File: config.mk
export PLATFORM = sky130hd
export DESIGN_NAME = bit_serial_subtractor
export DESIGN_NICKNAME = d
export VERILOG_FILES = /design/src/rtl/bit_serial_sub_pkg.sv /design/src/rtl/full_subtractor.sv /design/src/rtl/bit_serial_subtractor.sv
export SDC_FILE = /design/constraint.sdc
export NUM_CORES = 1
export LEC_CHECK = 0
export CAP_MARGIN = 20
export CORE_MARGIN = 8
export CORE_UTILIZATION = 54
export DETAILED_ROUTE_END_ITERATION = 6
export DONT_BUFFER_PORTS = 1
export PLACE_DENSITY = 0.69
export SETUP_SLACK_MARGIN = 0.1
export SLEW_MARGIN = 20
export SYNTH_ARGS = -nofsm -noshare
export SYNTH_HDL_FRONTEND = slang
export SYNTH_SLANG_ARGS = --single-unit
File: constraint.sdc
create_clock -name clk -period 3.2 [get_ports clk]
set_clock_uncertainty 0.05 [all_clocks]
set_input_delay 0.64 -clock clk [delete_from_list [all_inputs] [get_ports clk]]
set_output_delay 0.64 -clock clk [all_outputs]
set_load 0.005 [all_outputs]
File: src/rtl/bit_serial_sub_pkg.sv
// bit_serial_sub_pkg: shared state encoding and default width for the bit-serial subtractor
package bit_serial_sub_pkg;
  localparam int DEFAULT_DATA_WIDTH = 8;
  typedef enum logic [1:0] {IDLE, BUSY, DONE} state_t;
endpackage

File: src/rtl/full_subtractor.sv
// full_subtractor: one-bit full subtractor cell, x - y - bin
module full_subtractor (
  input  logic a,
  input  logic b,
  input  logic bin,
  output logic diff,
  output logic bout
);
  assign diff = a ^ b ^ bin;
  assign bout = (~a & b) | (~(a ^ b) & bin);
endmodule

File: src/rtl/bit_serial_subtractor.sv
// bit_serial_subtractor: LSB-first serial a - b with valid/ready handshakes
// Optional signed overflow output enabled by defining SERIAL_SUB_OVF_EN.
module bit_serial_subtractor
  import bit_serial_sub_pkg::*;
#(
  parameter int DATA_WIDTH = DEFAULT_DATA_WIDTH
) (
  input  logic                  clk,
  input  logic                  reset,
  input  logic                  in_valid,
  output logic                  in_ready,
  input  logic [DATA_WIDTH-1:0] a,
  input  logic [DATA_WIDTH-1:0] b,
  output logic                  out_valid,
  input  logic                  out_ready,
  output logic [DATA_WIDTH-1:0] diff,
  output logic                  bout
`ifdef SERIAL_SUB_OVF_EN
  ,
  output logic                  ovf
`endif
);
  localparam int CW = $clog2(DATA_WIDTH);
  state_t state, state_nx;
  logic [DATA_WIDTH-1:0] a_sh, b_sh, diff_sh;
  logic [CW-1:0] cnt;
  logic borrow, d, bo, last;
  full_subtractor u_fs (.a(a_sh[0]), .b(b_sh[0]), .bin(borrow), .diff(d), .bout(bo));
  assign last = cnt == CW'(DATA_WIDTH - 1);
  always_comb begin
    state_nx = state;
    state_nx = state == IDLE ? (in_valid ? BUSY : IDLE)
             : state == BUSY ? (last ? DONE : BUSY)
             : (out_ready ? IDLE : DONE);
  end
  always_ff @(posedge clk) begin
    if (reset) begin
      state   <= IDLE;
      a_sh    <= '0;
      b_sh    <= '0;
      diff_sh <= '0;
      borrow  <= 1'b0;
      cnt     <= '0;
    end else begin
      state <= state_nx;
      if (state == IDLE && in_valid) begin
        a_sh   <= a;
        b_sh   <= b;
        borrow <= 1'b0;
        cnt    <= '0;
      end else if (state == BUSY) begin
        diff_sh <= {d, diff_sh[DATA_WIDTH-1:1]};
        a_sh    <= a_sh >> 1;
        b_sh    <= b_sh >> 1;
        borrow  <= bo;
        cnt     <= last ? cnt : cnt + 1'b1;
      end
    end
  end
`ifdef SERIAL_SUB_OVF_EN
  logic ovf_q;
  // overflow when the borrow into the sign bit differs from the borrow out of it
  always_ff @(posedge clk) begin
    if (reset) ovf_q <= 1'b0;
    else if (state == BUSY && last) ovf_q <= borrow ^ bo;
  end
  assign ovf = ovf_q;
`endif
  assign in_ready  = state == IDLE;
  assign out_valid = state == DONE;
  assign diff      = diff_sh;
  assign bout      = borrow;
endmodule
# Yosys cells after proc, flatten, opt, wreduce, memory -nomap -nowiden
# Cells that the tools add are included.
dict set report word_totals {
  reg_bits 30
  in_bits 20
  word_cells 34
}
dict set report classes {
  n_addsub 1
  eq_ne 3
  n_mux 9
  bitwise 9
  reduce_logical 6
}
# op n
set ops {}
lappend ops {{two-way mux 8 bit} 4}
lappend ops {{two-way mux 2 bit} 4}
lappend ops {{NOT 1 bit} 4}
lappend ops {{AND reduction 2 bit} 2}
lappend ops {{adder 3 x 1 -> 3 bit (second input constant)} 1}
lappend ops {{equality test 3 bit (second input constant)} 1}
lappend ops {{AND 1 bit} 2}
lappend ops {{equality test 2 x 1 -> 1 bit (second input constant)} 1}
lappend ops {{equality test 2 bit (second input constant)} 1}
lappend ops {{logical NOT 2 bit} 1}
lappend ops {{nonzero test 2 bit} 1}
lappend ops {{OR reduction 2 bit} 1}
lappend ops {{XOR 1 bit} 2}
lappend ops {{logical AND 1 bit} 1}
lappend ops {{two-way mux 1 bit} 1}
lappend ops {{bitwise OR 1 bit} 1}

# Logic depth before layout (Yosys ltp)
# Gate-level depths: netlist of the first run.
dict set report depth {
  depth_word 4
  mapped_depth 5
  depth_no_buf 5
}

# By module
# A second synthesis of the first run with hierarchy kept.
dict set report hier_totals {
  hier_cells 158
  area_unflattened_um2 1373.8
}
# mod n_inst cells_per_inst area_each_um2 seq_area_each_um2
set modules_own_cells {}
lappend modules_own_cells {bit_serial_subtractor 1 154 1342.5 600.6}
lappend modules_own_cells {full_subtractor 1 4 31.3 0.0}

# Worst setup path after synthesis of the first run
# Ideal clock, no wire load.
dict set report synth_timing {
  kind {input port to flip-flop}
  startpoint {input port in_valid}
  endpoint {register a_sh[6]}
  t_arrival_ps 1380
  t_required_ps 3013
  path_slack_ps 1633
  stages 5
  n_path_buf 2
  cell_sequence {or3b_1 > buf_2 > buf_6 > nor2_1 > a211oi_2}
}
dict set report synth_between {
  elab_chain_len 2
  elab_cells_between_ends 3
  cone_classes {1 x mux; 2 x reduce/logical}
}
# element line
set synth_rtl {}
lappend synth_rtl {{start: declaration} bit_serial_subtractor.sv:10} ;# input logic in_valid,
lappend synth_rtl {{logical AND 1 bit (*)} bit_serial_subtractor.sv:46} ;# if (state == IDLE && in_valid) begin
lappend synth_rtl {{two-way mux 8 bit / nonzero test 2 bit (equally long branches)} n/a}
lappend synth_rtl {{end signal: assignment} bit_serial_subtractor.sv:53} ;# a_sh <= a_sh >> 1;
lappend synth_rtl {{end: declaration} bit_serial_subtractor.sv:25} ;# logic [DATA_WIDTH-1:0] a_sh, b_sh, diff_sh;
# Every way passes the cells marked *; elsewhere a longest branch is shown, timed or not.
# A chain may end at the register's enable or synchronous reset.

# Worst setup path after layout of the first run
dict set report layout_timing {
  startpoint {register state[0]}
  endpoint {register b_sh[4]}
}
dict set report layout_between {
  elab_chain_len 3
  elab_cells_between_ends 5
  cone_classes {1 x eq/ne; 1 x mux; 3 x reduce/logical}
}
# element line
set layout_rtl {}
lappend layout_rtl {{start: declaration} bit_serial_subtractor.sv:24} ;# state_t state, state_nx;
lappend layout_rtl {{start signal: assignment} bit_serial_subtractor.sv:45} ;# state <= state_nx;
lappend layout_rtl {{logical NOT 2 bit} bit_serial_subtractor.sv:46}
lappend layout_rtl {{logical AND 1 bit} bit_serial_subtractor.sv:46}
lappend layout_rtl {{two-way mux 8 bit / nonzero test 2 bit (equally long branches)} n/a}
lappend layout_rtl {{end signal: assignment} bit_serial_subtractor.sv:54} ;# b_sh <= b_sh >> 1;
lappend layout_rtl {{end: declaration} bit_serial_subtractor.sv:25}
# Several ways; a longest one is shown, not always the timed one.

==> metrics.md, run 1 <==
| Metric | Value |
|---|---|
| CTS max path bufs | `2` |
| HP Class | `in -> reg` |
| Mapped cell area | `0.001368 sq mm` |
| Pin count of the biggest net entering global routing | `31` |
| Total routed wirelength | `2637 um` |
| Slew Viols, Final | `0` |
| Routed vias | `1005` |
| Period Utilization, post-route | `61.65%` |
| Input/output buffers | `0` |
| Pwr dens | `516.8 mW/mm^2` |
| Num CTS Buffers | `5` |
| GPL Wtd Cong | `roughly 0.77` |
| Area growth syn-to-layout | `1.372%` |
| Post-CTS setup buffer count | `0` |
| Detail Route Antenna Nets | `0` |
| Seq pwr share | `57.7%` |
| Max rail drop VDD | `0.3006 mV` |
| CTS tree | `yes` |
| Worst-path fanout max | `15` |
| Setup CP Type | `reg -> reg` |
| Worst-path clk slew | `90 ps` |
| Filler cells | `221` |
| Area of the multi-input gates | `681.9 sq um` |
| Synth Area in XOR/XNOR | `0.6404%` |
| Switching Share | `25.55%` |
| Syn Inst Count | `between 150 and 200` |
| Post-synthesis sequential area ratio | `43.92%` |
| Total GRT Usage | `13.46%` |
| Synth Warn # | `0` |
| FP Rows | `18` |
| Vert. Die Dim | `66.33 um` |
| Comb power frac | `12.2%` |
| Sw power | `0.1830 mW` |
| Vias in the first global route | `1036` |
| Register bit total from synthesis | `30` |
| Critical path arrival | `2170 ps` |
| Die Width | `roughly 66 um` |
| Final TNS setup | `0 ps` |
| H-tree depth | `2` |
| Share of cells above drive strength 1 | `15.13%` |
| RSZ-0062 raised after global routing | `false` |
| Status | `completed` |
| GR Overflow Total | `0` |
| Worst-Skew Late Latency | `320 ps` |
| Largest family of logic cells by synthesized area | `simple AND/OR/NAND/NOR gates` |
| Leak pwr | `0.4806 nW` |
| Hold_ws | `327.2 ps` |
| Syn nets | `180` |
| First-pass GRT wire length | `4540 um` |
| Final period demand of the worst path | `about 2000 ps` |
| Initial antenna violation count | `0` |
| Post-synth cell types | `28` |
| Area fraction in and, or, nand and nor cells after synthesis | `about 25%` |
| Mux cell area share after synthesis | `about 2.3%` |
| Placed wire-length estimate | `~1900 um` |
| Avg Cell Area, Syn | `8.711 sq um` |
| CTS resizes | `0` |
| # diodes | `0` |
| Internal power | `0.5334 mW` |
| Setup violations, final | `0` |
| Post-route DRC | `0` |
| Synth Area in Compound Gates | `18.94%` |
| Max-slew headroom | `43.67%` |
| Clk network pwr share | `30.1%` |
| FMAX | `between 500 and 600 MHz` |
| Max cap viols | `0` |
| Clk sinks | `30` |
| CP Capture Type | `flip-flop` |
| CTS root buf | `clkbuf_4` |
| Final nets | `approximately 180` |
| Core Region | `0.002432 sq mm` |
| Wirelength per Cell | `14.49 um` |
| Slew @ Worst Pin | `approximately 840 ps` |
| Post-CTS Hold Buffers | `0` |
| DRT iter0 DRCs | `39` |
| I/O pin cnt | `31` |
| Total die area | `0.004399 sq mm` |
| Pwr Total | `slightly above 0.7 mW` |
| Fin. Hold Viols | `0` |
| Initial Utilization | `56.22%` |
| Drt first pass iters | `4` |
| FF+latch area | `600.6 sq um` |
| Drt via density | `5.522` |
| Crit path required time | `3390 ps` |
| Post-Synth Adder-Cell Area | `under 10%` |
| CP startpoint kind | `flip-flop` |
[state kept, by name, summed over array words and instances (netlist names)]
| register | count |
|---|---|
| cnt | 3 |
| state | 2 |
| diff | 8 |
| a_sh | 8 |
| bout | 1 |
| b_sh | 8 |
[kinds of logic (layout without fill, tap and decap cells)]
group	count (synthesis)	in the layout
XOR/XNOR	1	1
buffers and inverters	14	9
multiplexers	3	3
flip-flops	30	30
AO/OA/AOI/OAI	36	36
adder cells (fa/ha/maj)	3	3
AND/OR/NAND/NOR	70	70
[critical path, stage by stage, from the launching register on]
cell and delay [ps]:
dfxtp_1 620, nor2b_1 640, buf_4 290, nand2_1 80, a311oi_2 210
[final cells by class]
class	count	share of cell area, %
clock buffers	6	3.700
inverters	2	0.5415
multi-input cells	113	49.19
flip-flops and latches	30	43.32
well taps	30	2.708
repair buffers	1	0.5415
[metrics by stage]
| stage | instances | area [sq um] | worst slack (ps) | utilization, % |
|---|---|---|---|---|
| floorplan | 157 | 1368 | 1633 | - |
| global placement | 176 | 1335 | 1331 | 54.89 |
| detailed placement | 176 | 1335 | 1243 | 54.89 |
| CTS | 182 | 1386 | 1228 | 57.00 |
| global route | 182 | 1386 | 1008 | 57.00 |
| finish | 182 | 1386 | 1227 | 57.00 |
[synth_stat cells, drive strengths merged]
master / instances / share of area (%)
nand2: 31 / 8.5
dfxtp: 30 / 44
a21oi: 23 / 9.5
nor2: 19 / 5.2
a211oi: 10 / 7.0
buf: 8 / 4.5
nor3: 6 / 2.2
clkbuf: 4 / 1.2
nand2b: 4 / 1.8
or3b: 4 / 2.6
ha: 2 / 1.8
inv: 2 / 0.55
mux2i: 2 / 1.5
nand3: 2 / 0.73
nor2b: 2 / 0.91
nor3b: 2 / 2.7
a2111oi: 1 / 0.64
a311oi: 1 / 1.1
fa: 1 / 1.5
mux2: 1 / 0.82
o21ba: 1 / 0.73
xnor2: 1 / 0.64
[routing by layer]
| layer | GRT usage [%] | routed length (um) | share of wire (%) |
|---|---|---|---|
| met4 | 8.800 | 61 | 2.3 |
| met1 | 15.67 | 1197 | 45 |
| met5 | 0 | 0 | 0 |
| met3 | 5.254 | 169 | 6.4 |
| met2 | 20.02 | 1208 | 46 |
[final timing paths]
check / start / end / slack (ps) / cells past startpoint
worst max-delay path: state[0]$_SDFF_PP0_ / b_sh[4]$_SDFFE_PP0P_ / 1230 / 4
worst min-delay path: reset / state[0]$_SDFF_PP0_ / 330 / 1
worst max register to register: state[0]$_SDFF_PP0_ / b_sh[4]$_SDFFE_PP0P_ / 1230 / 4
worst min register to register: b_sh[7]$_SDFFE_PP0P_ / b_sh[6]$_SDFFE_PP0P_ / 410 / 2
[power by group through the flow]
stage | clock network, mW | logic [mW] | registers, mW
6_report | 0.215 | 0.0875 | 0.413
2_1_floorplan | 0 | 0.0896 | 0.416
5_1_grt | 0.241 | 0.101 | 0.417
4_1_cts | 0.222 | 0.0887 | 0.414
3_3_place_gp | 0 | 0.0855 | 0.422
3_5_place_dp | 0 | 0.0880 | 0.423
[cells in the final DEF (no fill, tap or decap)]
| cell type | netlist | routed |
|---|---|---|
| nand2b_1 | 4 | 4 |
| nor2b_1 | 2 | 2 |
| nand3_1 | 2 | 2 |
| fa_1 | 1 | 1 |
| ha_1 | 2 | 2 |
| a21oi_1 | 19 | 19 |
| clkbuf_8 | 0 | 1 |
| a211oi_1 | 6 | 6 |
| buf_4 | 1 | 1 |
| a21oi_2 | 4 | 4 |
| xnor2_1 | 1 | 1 |
| nor3_1 | 6 | 6 |
| dfxtp_1 | 30 | 30 |
| a2111oi_0 | 1 | 1 |
| inv_1 | 2 | 2 |
| nor3b_4 | 2 | 2 |
| nor2_1 | 19 | 19 |
| mux2_2 | 1 | 1 |
| o21ba_2 | 1 | 1 |
| or3b_2 | 3 | 3 |
| a211oi_2 | 4 | 4 |
| a311oi_2 | 1 | 1 |
| clkbuf_4 | 0 | 5 |
| mux2i_1 | 2 | 2 |
| nand2_1 | 31 | 31 |
| or3b_1 | 1 | 1 |
Note: power is estimated with default switching activity, not from simulation.
==> run 2, diff against run 1 <==
clock period = 1.82 ns   (was 3.2 ns; I/O delays follow)
==> metrics.md, run 2 (synthesis results as in run 1) <==
| Metric | Value |
|---|---|
| Max cap viols | `0 (unchanged)` |
| Filler cells | `241 (was 221)` |
| Sw power | `0.3394 mW (was 0.1830 mW)` |
| CTS tree | `yes (unchanged)` |
| Detail Route Antenna Nets | `0 (unchanged)` |
| I/O pin cnt | `31 (unchanged)` |
| Total placed cells including tap cells | `181 (was 176)` |
| HP Class | `in -> reg (unchanged)` |
| Comb power frac | `13.7% (was 12.2%)` |
| Worst-path fanout max | `4 (was 15)` |
| Num CTS Buffers | `5 (unchanged)` |
| RSZ-0062 raised after global routing | `false (unchanged)` |
| # diodes | `0 (unchanged)` |
| Final nets | `181 (was 176)` |
| Post-CTS setup buffer count | `0 (unchanged)` |
| Post-route DRC | `0 (unchanged)` |
| Final TNS setup | `0 ps (unchanged)` |
| Internal power | `0.9122 mW (was 0.5334 mW)` |
| Setup violations, final | `0 (unchanged)` |
| CTS resizes | `0 (unchanged)` |
| Pre-CTS WS | `313.1 ps (was 1243 ps)` |
| Vert. Die Dim | `66.33 um (unchanged)` |
| Worst-Skew Late Latency | `320 ps (about the same)` |
| GR peak layer | `met2 (unchanged)` |
| First-pass GRT wire length | `4547 um (was 4540 um)` |
| CP startpoint kind | `flip-flop (unchanged)` |
| Max-slew headroom | `66.41% (was 43.67%)` |
| GR Util met1 | `14.79% (was 15.67%)` |
| Drt via density | `5.505 (was 5.522)` |
| Initial antenna violation count | `0 (unchanged)` |
| Reg2reg setup slack | `300 ps (was 1230 ps)` |
| CTS root buf | `clkbuf_4 (unchanged)` |
| Initial Utilization | `56.22% (unchanged)` |
| GPL Wtd Cong | `0.7505 (was 0.7732)` |
| Worst-path clk slew | `90 ps (about the same)` |
| Crit path required time | `1980 ps (was 3390 ps)` |
| Share of cells above drive strength 1 | `18.35% (was 15.13%)` |
| Final Util | `58.38% (was 57.00%)` |
| DRT iter0 DRCs | `49 (was 39)` |
| Wirelength per Cell | `14.58 um (was 14.49 um)` |
| Slew @ Worst Pin | `503.9 ps (was 845.0 ps)` |
| Commonest non-fill, non-tap cells in the layout | `nand2_1 (31), dfxtp_1 (30), nor2_1 (19), a21oi_1 (19) (unchanged)` |
| Leak pwr | `0.5064 nW (was 0.4806 nW)` |
| Core Region | `0.002432 sq mm (unchanged)` |
| Critical path arrival | `1680 ps (was 2170 ps)` |
| Routed vias | `1035 (was 1005)` |
| Final period demand of the worst path | `1520 ps (was 1973 ps)` |
| Placed wire-length estimate | `1900 um (was 1867 um)` |
| H-tree depth | `2 (unchanged)` |
| FP Rows | `18 (unchanged)` |
| Clk sinks | `30 (unchanged)` |
| Max rail drop VDD | `0.6449 mV (was 0.3006 mV)` |
| Period Utilization, post-route | `83.50% (was 61.65%)` |
| Vias in the first global route | `1016 (was 1036)` |
| Fin. Hold Viols | `0 (unchanged)` |
| Total GRT Usage | `13.47% (was 13.46%)` |
| Slew Viols, Final | `0 (unchanged)` |
| Area growth syn-to-layout | `3.842% (was 1.372%)` |
| Switching Share | `27.12% (was 25.55%)` |
| Met3 GRT Util | `5.424% (was 5.254%)` |
| Final Non-Filler Cells | `188 (was 182)` |
| Commonest non-fill, non-tap cell in the layout | `nand2_1 (unchanged)` |
| GRT met2 Usage | `21.71% (was 20.02%)` |
| Drt first pass iters | `4 (unchanged)` |
| Seq pwr share | `57.8% (was 57.7%)` |
| Total routed wirelength | `2741 um (was 2637 um)` |
| CP Capture Type | `flip-flop (unchanged)` |
| Pwr dens | `881.4 mW/mm^2 (was 516.8 mW/mm^2)` |
| Pin count of the biggest net entering global routing | `31 (unchanged)` |
| Final setup margin | `300.3 ps (was 1227 ps)` |
| CTS max path bufs | `2 (unchanged)` |
| FMAX | `658.0 MHz (was 506.9 MHz)` |
| Clk network pwr share | `28.5% (was 30.1%)` |
| Die Width | `66.33 um (unchanged)` |
| Post-CTS Hold Buffers | `0 (unchanged)` |
| Total die area | `0.004399 sq mm (unchanged)` |
| Input/output buffers | `0 (unchanged)` |
| GR Overflow Total | `0 (unchanged)` |
| Setup CP Type | `reg -> reg (unchanged)` |
| Status | `completed (unchanged)` |
run 2: area by class of cell:
type / instances / area (sq um) / share of cell area [%]
timing repair buffer: 6 / 45.04 / 3.172
clock buffer: 5 / 37.54 / 2.643
inverter: 2 / 7.507 / 0.5286
multi-input combinational: 113 / 681.9 / 48.02
tap: 30 / 37.54 / 2.643
clock inverter: 2 / 10.01 / 0.7048
sequential: 30 / 600.6 / 42.29
run 2: worst paths after layout:
path | startpoint | endpoint | depth (start not counted)
max | cnt[0]$_SDFFE_PP0P_ | cnt[1]$_SDFFE_PP0P_ | 5
max reg2reg | cnt[0]$_SDFFE_PP0P_ | cnt[1]$_SDFFE_PP0P_ | 5
min | reset | a_sh[6]$_SDFFE_PP0P_ | 1
min reg2reg | b_sh[7]$_SDFFE_PP0P_ | b_sh[6]$_SDFFE_PP0P_ | 2
run 2: per-layer routing:
| metal | vias to the layer above | wire length [um] |
|---|---|---|
| li1 | 529 | - |
| met1 | 475 | 1236 |
| met2 | 23 | 1283 |
| met3 | 8 | 169 |
| met4 | 0 | 52 |
| met5 | - | 0 |
run 2: power groups by stage:
stage,Combinational (mW),Clock [mW],Sequential (mW)
floorplan,0.157,0,0.732
global placement,0.166,0,0.737
detailed placement,0.172,0,0.740
CTS,0.174,0.373,0.725
global route,0.194,0.402,0.729
finish,0.171,0.356,0.724
run 2: worst max-delay path: stages, from the launching register on:
cell     delay (ps)
dfxtp_1         330
ha_1            200
ha_1            220
nor3b_4         310
mux2i_1         240
nor3_1           60
run 2: through the flow:
step	cell area, sq um	hold slack, ps	power (mW)
CTS	1420	24.99	1.271
global placement	1373	383.6	0.9032
global route	1420	22.64	1.325
finish	1420	44.53	1.252
floorplan	1368	387.1	0.8896
detailed placement	1373	384.6	0.9111
